## config.mk

```make
export PLATFORM = sky130hd
export DESIGN_NAME = hbm_req_arbiter
export DESIGN_NICKNAME = d
export VERILOG_FILES = /design/src/rtl/hbm_req_arbiter.sv
export SDC_FILE = /design/constraint.sdc
export NUM_CORES = 1
export LEC_CHECK = 0
export CELL_PAD_IN_SITES_DETAIL_PLACEMENT = 1
export CELL_PAD_IN_SITES_GLOBAL_PLACEMENT = 2
export CORE_ASPECT_RATIO = 0.6
export CORE_UTILIZATION = 23
export DETAILED_ROUTE_END_ITERATION = 16
export GPL_TIMING_DRIVEN = 0
export PLACE_DENSITY = 0.95
export SLEW_MARGIN = 20
export SYNTH_ARGS = -nofsm -noshare
export SYNTH_HDL_FRONTEND = slang
export SYNTH_SLANG_ARGS = --single-unit
```

## constraint.sdc

```tcl
create_clock -name clk -period 6.6 [get_ports clk]
set_clock_uncertainty 0.1 [all_clocks]
set_input_delay 1.32 -clock clk [delete_from_list [all_inputs] [get_ports clk]]
set_output_delay 1.32 -clock clk [all_outputs]
set_load 0.01 [all_outputs]
```

## src/rtl/hbm_req_arbiter.sv

```systemverilog
`default_nettype none
// ============================================================================
// Module      : hbm_req_arbiter
// Description : Shares one HBM command port among NUM_REQ requesters.
//               The arbiter chooses a requester by round-robin, and high-
//               priority requests are considered first. It issues the
//               command to the HBM port. It then holds the port until the
//               matching completion returns or a watchdog expires.
//               Sticky error flags are exported for status reporting.
// Revision    : 1.0 - initial release
// ----------------------------------------------------------------------------
// Ports
//   clk, rst         : clock, synchronous active-high reset
//   req_valid_i      : command pending, one bit per requester
//   req_prio_i       : high-priority qualifier, one bit per requester
//   req_wr_i         : 1 = write, 0 = read, one bit per requester
//   req_addr_i       : packed addresses, requester i at [i*ADDR_W +: ADDR_W]
//   req_len_i        : packed burst lengths, requester i at [i*LEN_W +: LEN_W]
//   req_ready_o      : one-hot accept (combinational, IDLE only)
//   cmd_valid_o      : command presented to the HBM port
//   cmd_ready_i      : HBM port accepts the command
//   cmd_addr_o/len/wr/id : registered command fields
//   cpl_valid_i      : completion strobe from the HBM port
//   cpl_id_i         : completion tag
//   cpl_err_i        : HBM reported error
//   done_o           : one-cycle completion pulse per requester
//   done_err_o       : qualifies done_o (HBM error or watchdog)
//   busy_o           : arbiter not idle
//   timeout_err_o    : sticky watchdog flag
//   stray_cpl_o      : sticky unexpected-completion flag
// ============================================================================
module hbm_req_arbiter #(
  parameter int NUM_REQ = 4,
  parameter int ADDR_W  = 33,
  parameter int LEN_W   = 8,
  parameter int TIMEOUT = 4096,
  parameter int ID_W    = $clog2(NUM_REQ)
) (
  input  logic                      clk,
  input  logic                      rst,
  input  logic [NUM_REQ-1:0]        req_valid_i,
  input  logic [NUM_REQ-1:0]        req_prio_i,
  input  logic [NUM_REQ-1:0]        req_wr_i,
  input  logic [NUM_REQ*ADDR_W-1:0] req_addr_i,
  input  logic [NUM_REQ*LEN_W-1:0]  req_len_i,
  output logic [NUM_REQ-1:0]        req_ready_o,
  output logic                      cmd_valid_o,
  input  logic                      cmd_ready_i,
  output logic [ADDR_W-1:0]         cmd_addr_o,
  output logic [LEN_W-1:0]          cmd_len_o,
  output logic                      cmd_wr_o,
  output logic [ID_W-1:0]           cmd_id_o,
  input  logic                      cpl_valid_i,
  input  logic [ID_W-1:0]           cpl_id_i,
  input  logic                      cpl_err_i,
  output logic [NUM_REQ-1:0]        done_o,
  output logic                      done_err_o,
  output logic                      busy_o,
  output logic                      timeout_err_o,
  output logic                      stray_cpl_o
);

  localparam int                CNT_W    = $clog2(TIMEOUT + 1);
  localparam logic [CNT_W-1:0]  CNT_LAST = CNT_W'(TIMEOUT - 1);
  localparam logic [CNT_W-1:0]  CNT_MAX  = CNT_W'(TIMEOUT);
  localparam logic [ID_W-1:0]   ID_LAST  = ID_W'(NUM_REQ - 1);

  typedef enum logic [1:0] {
    ST_IDLE     = 2'd0,
    ST_ISSUE    = 2'd1,
    ST_WAIT_CPL = 2'd2
  } state_t;

  state_t              state_q, state_d;
  logic [ID_W-1:0]     last_grant_q, last_grant_d;
  logic [ADDR_W-1:0]   cmd_addr_q, cmd_addr_d;
  logic [LEN_W-1:0]    cmd_len_q, cmd_len_d;
  logic                cmd_wr_q, cmd_wr_d;
  logic [ID_W-1:0]     cmd_id_q, cmd_id_d;
  logic [CNT_W-1:0]    cnt_q, cnt_d;
  logic [NUM_REQ-1:0]  done_q, done_d;
  logic                done_err_q, done_err_d;
  logic                timeout_err_q, timeout_err_d;
  logic                stray_q, stray_d;

  // Unpack the flat request buses so the winner can be selected by index.
  logic [ADDR_W-1:0] addr_arr [NUM_REQ];
  logic [LEN_W-1:0]  len_arr  [NUM_REQ];

  generate
    for (genvar gi = 0; gi < NUM_REQ; gi++) begin : g_unpack
      assign addr_arr[gi] = req_addr_i[gi*ADDR_W +: ADDR_W];
      assign len_arr[gi]  = req_len_i[gi*LEN_W +: LEN_W];
    end
  endgenerate

  // Priority qualifies the candidate set. Then a single rotating search
  // starting after last_grant picks the winner. Priority grants therefore
  // advance the same pointer.
  logic [NUM_REQ-1:0] prio_set;
  logic [NUM_REQ-1:0] cand;
  logic               win_found;
  logic [ID_W-1:0]    win_idx;

  assign prio_set = req_valid_i & req_prio_i;
  assign cand     = (|prio_set) ? prio_set : req_valid_i;

  always_comb begin : p_pick
    int              idx;
    logic [ID_W-1:0] idx_id;
    idx       = 0;
    idx_id    = '0;
    win_found = 1'b0;
    win_idx   = '0;
    for (int k = 1; k <= NUM_REQ; k++) begin
      idx = int'(last_grant_q) + k;
      if (idx >= NUM_REQ) idx = idx - NUM_REQ;
      idx_id = ID_W'(idx);
      if (!win_found && cand[idx_id]) begin
        win_found = 1'b1;
        win_idx   = idx_id;
      end
    end
  end

  always_comb begin : p_next
    state_d       = state_q;
    last_grant_d  = last_grant_q;
    cmd_addr_d    = cmd_addr_q;
    cmd_len_d     = cmd_len_q;
    cmd_wr_d      = cmd_wr_q;
    cmd_id_d      = cmd_id_q;
    cnt_d         = cnt_q;
    done_d        = '0;
    done_err_d    = 1'b0;
    timeout_err_d = timeout_err_q;
    stray_d       = stray_q;
    req_ready_o   = '0;

    case (state_q)
      ST_IDLE: begin
        if (win_found) begin
          req_ready_o[win_idx] = 1'b1;
          cmd_addr_d           = addr_arr[win_idx];
          cmd_len_d            = len_arr[win_idx];
          cmd_wr_d             = req_wr_i[win_idx];
          cmd_id_d             = win_idx;
          last_grant_d         = win_idx;
          state_d              = ST_ISSUE;
        end
      end
      ST_ISSUE: begin
        if (cmd_ready_i) begin
          cnt_d   = '0;
          state_d = ST_WAIT_CPL;
        end
      end
      ST_WAIT_CPL: begin
        if (cnt_q != CNT_MAX) cnt_d = cnt_q + 1'b1;
        // A matching completion takes precedence over a watchdog that
        // expires in the same cycle.
        if (cpl_valid_i && (cpl_id_i == cmd_id_q)) begin
          done_d[cmd_id_q] = 1'b1;
          done_err_d       = cpl_err_i;
          state_d          = ST_IDLE;
        end else if (cnt_q >= CNT_LAST) begin
          done_d[cmd_id_q] = 1'b1;
          done_err_d       = 1'b1;
          timeout_err_d    = 1'b1;
          state_d          = ST_IDLE;
        end
      end
      default: state_d = ST_IDLE;
    endcase

    // A completion is expected only while waiting, and only with the
    // outstanding tag. Any other completion is recorded and then dropped.
    if (cpl_valid_i && !((state_q == ST_WAIT_CPL) && (cpl_id_i == cmd_id_q)))
      stray_d = 1'b1;
  end

  always_ff @(posedge clk) begin
    if (rst) begin
      state_q       <= ST_IDLE;
      last_grant_q  <= ID_LAST;
      cmd_addr_q    <= '0;
      cmd_len_q     <= '0;
      cmd_wr_q      <= 1'b0;
      cmd_id_q      <= '0;
      cnt_q         <= '0;
      done_q        <= '0;
      done_err_q    <= 1'b0;
      timeout_err_q <= 1'b0;
      stray_q       <= 1'b0;
    end else begin
      state_q       <= state_d;
      last_grant_q  <= last_grant_d;
      cmd_addr_q    <= cmd_addr_d;
      cmd_len_q     <= cmd_len_d;
      cmd_wr_q      <= cmd_wr_d;
      cmd_id_q      <= cmd_id_d;
      cnt_q         <= cnt_d;
      done_q        <= done_d;
      done_err_q    <= done_err_d;
      timeout_err_q <= timeout_err_d;
      stray_q       <= stray_d;
    end
  end

  assign cmd_valid_o   = (state_q == ST_ISSUE);
  assign busy_o        = (state_q != ST_IDLE);
  assign cmd_addr_o    = cmd_addr_q;
  assign cmd_len_o     = cmd_len_q;
  assign cmd_wr_o      = cmd_wr_q;
  assign cmd_id_o      = cmd_id_q;
  assign done_o        = done_q;
  assign done_err_o    = done_err_q;
  assign timeout_err_o = timeout_err_q;
  assign stray_cpl_o   = stray_q;

endmodule
`default_nettype wire

```

==> metrics.md <==
| Metric | Value |
|---|---|
| Drt drc | `0` |
| GRT overflow | `0` |
| TritonCTS clock tree | `built` |
| Max cap viols | `0` |
| Synth top area share | `32.68%` |
| Syn_area_per_cell | `9.755 sq um` |
| Die height | `106.2 um` |
| Via Count | `4554` |
| Largest net degree at the start of global routing | `14` |
| Setup CP Type | `in -> out` |
| Fin Hold WS | `0.3721 ns` |
| Ys async rst share | `0%` |
| Unrepaired setup endpoints after global routing | `false` |
| GP Congestion | `0.8241` |
| Post-synthesis instance total | `around 430` |
| First-pass GRT wire length | `26430 um` |
| Inserted Clock Buffers | `9` |
| Initial Utilization | `23.93%` |
| # port buffers | `between 200 and 250` |
| Post-detail-place hpwl | `~14000 um` |
| R2R setup slack | `around 3.7 ns` |
| Final Max Slew Viols | `0` |
| Pwr dens | `approximately 270 nW/um^2` |
| Die X | `175.7 um` |
| Fin Setup TNS | `0 ns` |
| Initial antenna violation count | `0` |
| Number of synthesized register bits | `68` |
| Worst slew margin | `54.51%` |
| Placeable Area | `17410 sq um` |
| Hold Path Depth | `2` |
| Clk pin slew, worst setup/hold paths | `0.06 ns` |
| Element type at the critical path end | `primary output` |
| Post-DRT Antenna Nets | `0` |
| Slew @ Worst Pin | `0.6823 ns` |
| Yosys top cell by area | `dfxtp_1` |
| Crit path DAT | `a little under 5 ns` |
| Hold buffers post-CTS | `0` |
| Layout area overhead | `71.04%` |
| Post-CTS Resized | `0` |
| Clk_lat worst skew | `between 0.3 and 0.4 ns` |
| Max FO, Critical Path | `10` |
| Sequential share of the synthesized area | `32.68%` |
| Mapped Area | `4165 sq um` |
| Post-route cell area | `7124 sq um` |
| Crit path launch type | `input port` |
| P_leak | `roughly 2.7 nW` |
| Wire per inst | `18.94 um` |
| Cell with the most instances after synthesis | `dfxtp_1` |
| Status | `finished, final reports clean` |
| Clock root cell | `clkbuf_16` |
| Io pins | `240` |
| Detailed Routing Iterations Pass 1 | `6` |
| Synth cell types | `53` |
| Net Count, Synth | `612` |
| Post-synth top cells | `68 x dfxtp_1, 66 x nor2_1, 46 x a222oi_1` |
| Final WL | `17250 um` |
| Rows | `37` |
| Nets@finish | `857` |
| GRT Overall Usage | `between 10% and 20%` |
| Number of global-route vias before repair | `around 4800` |
| Post-route minimum period | `6.252 ns` |
| Initial DRC count | `364` |
| Max H-tree Level | `3` |
| N_diodes | `0` |
| R2R depth | `9` |
| Ys flop type | `dfxtp_1` |
| Clk sinks | `68` |
| Peak Freq | `0.1599 GHz` |
| DIE AREA | `18670 sq um` |
| Via/cell ratio | `4.999` |
| Number of synthesized flops with an enable pin | `0` |
| Synth area leaders | `dfxtp_1 33%, mux2_4 14%, mux2_2 12%` |
| Clock tree buffer depth | `2` |
| Placed Instance Area | `a little under 7000 sq um` |
| Final Setup Violations | `0` |
| Count of final hold-check violations | `0` |
| Critical Path RT | `5.18 ns` |
| Fin crit share | `~95%` |
| Peak VDD IR | `approximately 0.14 mV` |
| Share of layout cells above drive strength 1 | `18.17%` |
| Min-Delay Path Class | `reg -> reg` |
| Ys Warns | `0` |
| Post CTS Setup Buffer Count | `0` |
-- final timing paths --
path | endpoint | from
max reg2reg | cmd_addr_o[23] | last_grant_q[1]
min reg2reg | stray_cpl_o | stray_cpl_o
max | req_ready_o[3] | req_valid_i[1]
min | stray_cpl_o | stray_cpl_o
-- cells by family after synthesis --
logic type / count (synthesis) / share of synthesized area, %
simple gates: 123 / 13.49
mux: 85 / 26.37
fa+ha+maj: 2 / 0.6007
xor+xnor: 10 / 2.103
buf+inv: 47 / 5.737
compound gates: 92 / 19.01
flops: 68 / 32.68
-- registers in the layout, indices dropped and copies added (netlist names) --
register and flops:
cnt_q 13, state_q 2, cmd_id_o 2, cmd_len_o 8, done_err_o 1, timeout_err_o 1
done_o 4, cmd_wr_o 1, stray_cpl_o 1, last_grant_q 2, cmd_addr_o 33
-- critical path: stages --
cell and delay (ns):
clkdlybuf4s50_1 0.55, a222oi_1 0.54, o21ai_0 0.21, mux2i_1 0.42, a311oi_2 0.24, nor2_2 0.40
clkbuf_1 0.40, and2_1 0.20, clkdlybuf4s50_1 0.56
-- per-stage QoR --
step	setup slack, ns	cells	total power, W	util, %
finish	0.3479	911	0.001891	40.93
global route	0.06929	911	0.001997	40.93
CTS	0.3996	911	0.001911	40.93
detailed placement	0.4053	895	0.001368	39.07
global placement	0.6160	895	0.001337	39.07
floorplan	2.014	427	0.0009803	-
-- layer usage --
layer	vias to the layer above	GRT usage, %	share of wire (%)
met5	-	0	0
met4	0	4.348	1.4
met3	19	4.685	6.6
met2	213	30.66	48
met1	2196	23.32	44
li1	2126	-	-
-- cell type report --
cell class | count | area [sq um]
multi-input cells | 312 | 2565
repair buffers | 234 | 2342
clock buffers | 9 | 225.2
plain buffers | 37 | 201.4
flip-flops and latches | 68 | 1361
fillers | 1947 | 10280
clock inverters | 7 | 98.84
inverters | 10 | 37.54
well taps | 234 | 292.8
-- layout by cell type, fill, tap and decap left out, types with 3 or more instances in the layout --
master / n
a21oi_1: 11
a222oi_1: 46
a31oi_1: 4
and2_1: 3
buf_1: 3
buf_2: 14
buf_6: 6
clkbuf_1: 14
clkbuf_16: 9
clkdlybuf4s50_1: 234
dfxtp_1: 68
inv_1: 10
mux2_1: 3
mux2_2: 43
mux2_4: 38
nand2_1: 16
nand2b_1: 6
nand3_1: 6
nor2_1: 66
nor2b_1: 4
nor3_1: 7
nor3b_1: 3
o21ai_0: 6
or3_1: 3
xnor2_1: 4
xor2_1: 6
-- power by group --
part	switching [W]	total, W	internal, W
clock network	0.000200	0.000534	0.000334
registers	0.0000418	0.000520	0.000478
logic	0.000380	0.000837	0.000457
total	0.000622	0.00189	0.00127
Power figures use the tool's default switching activity.
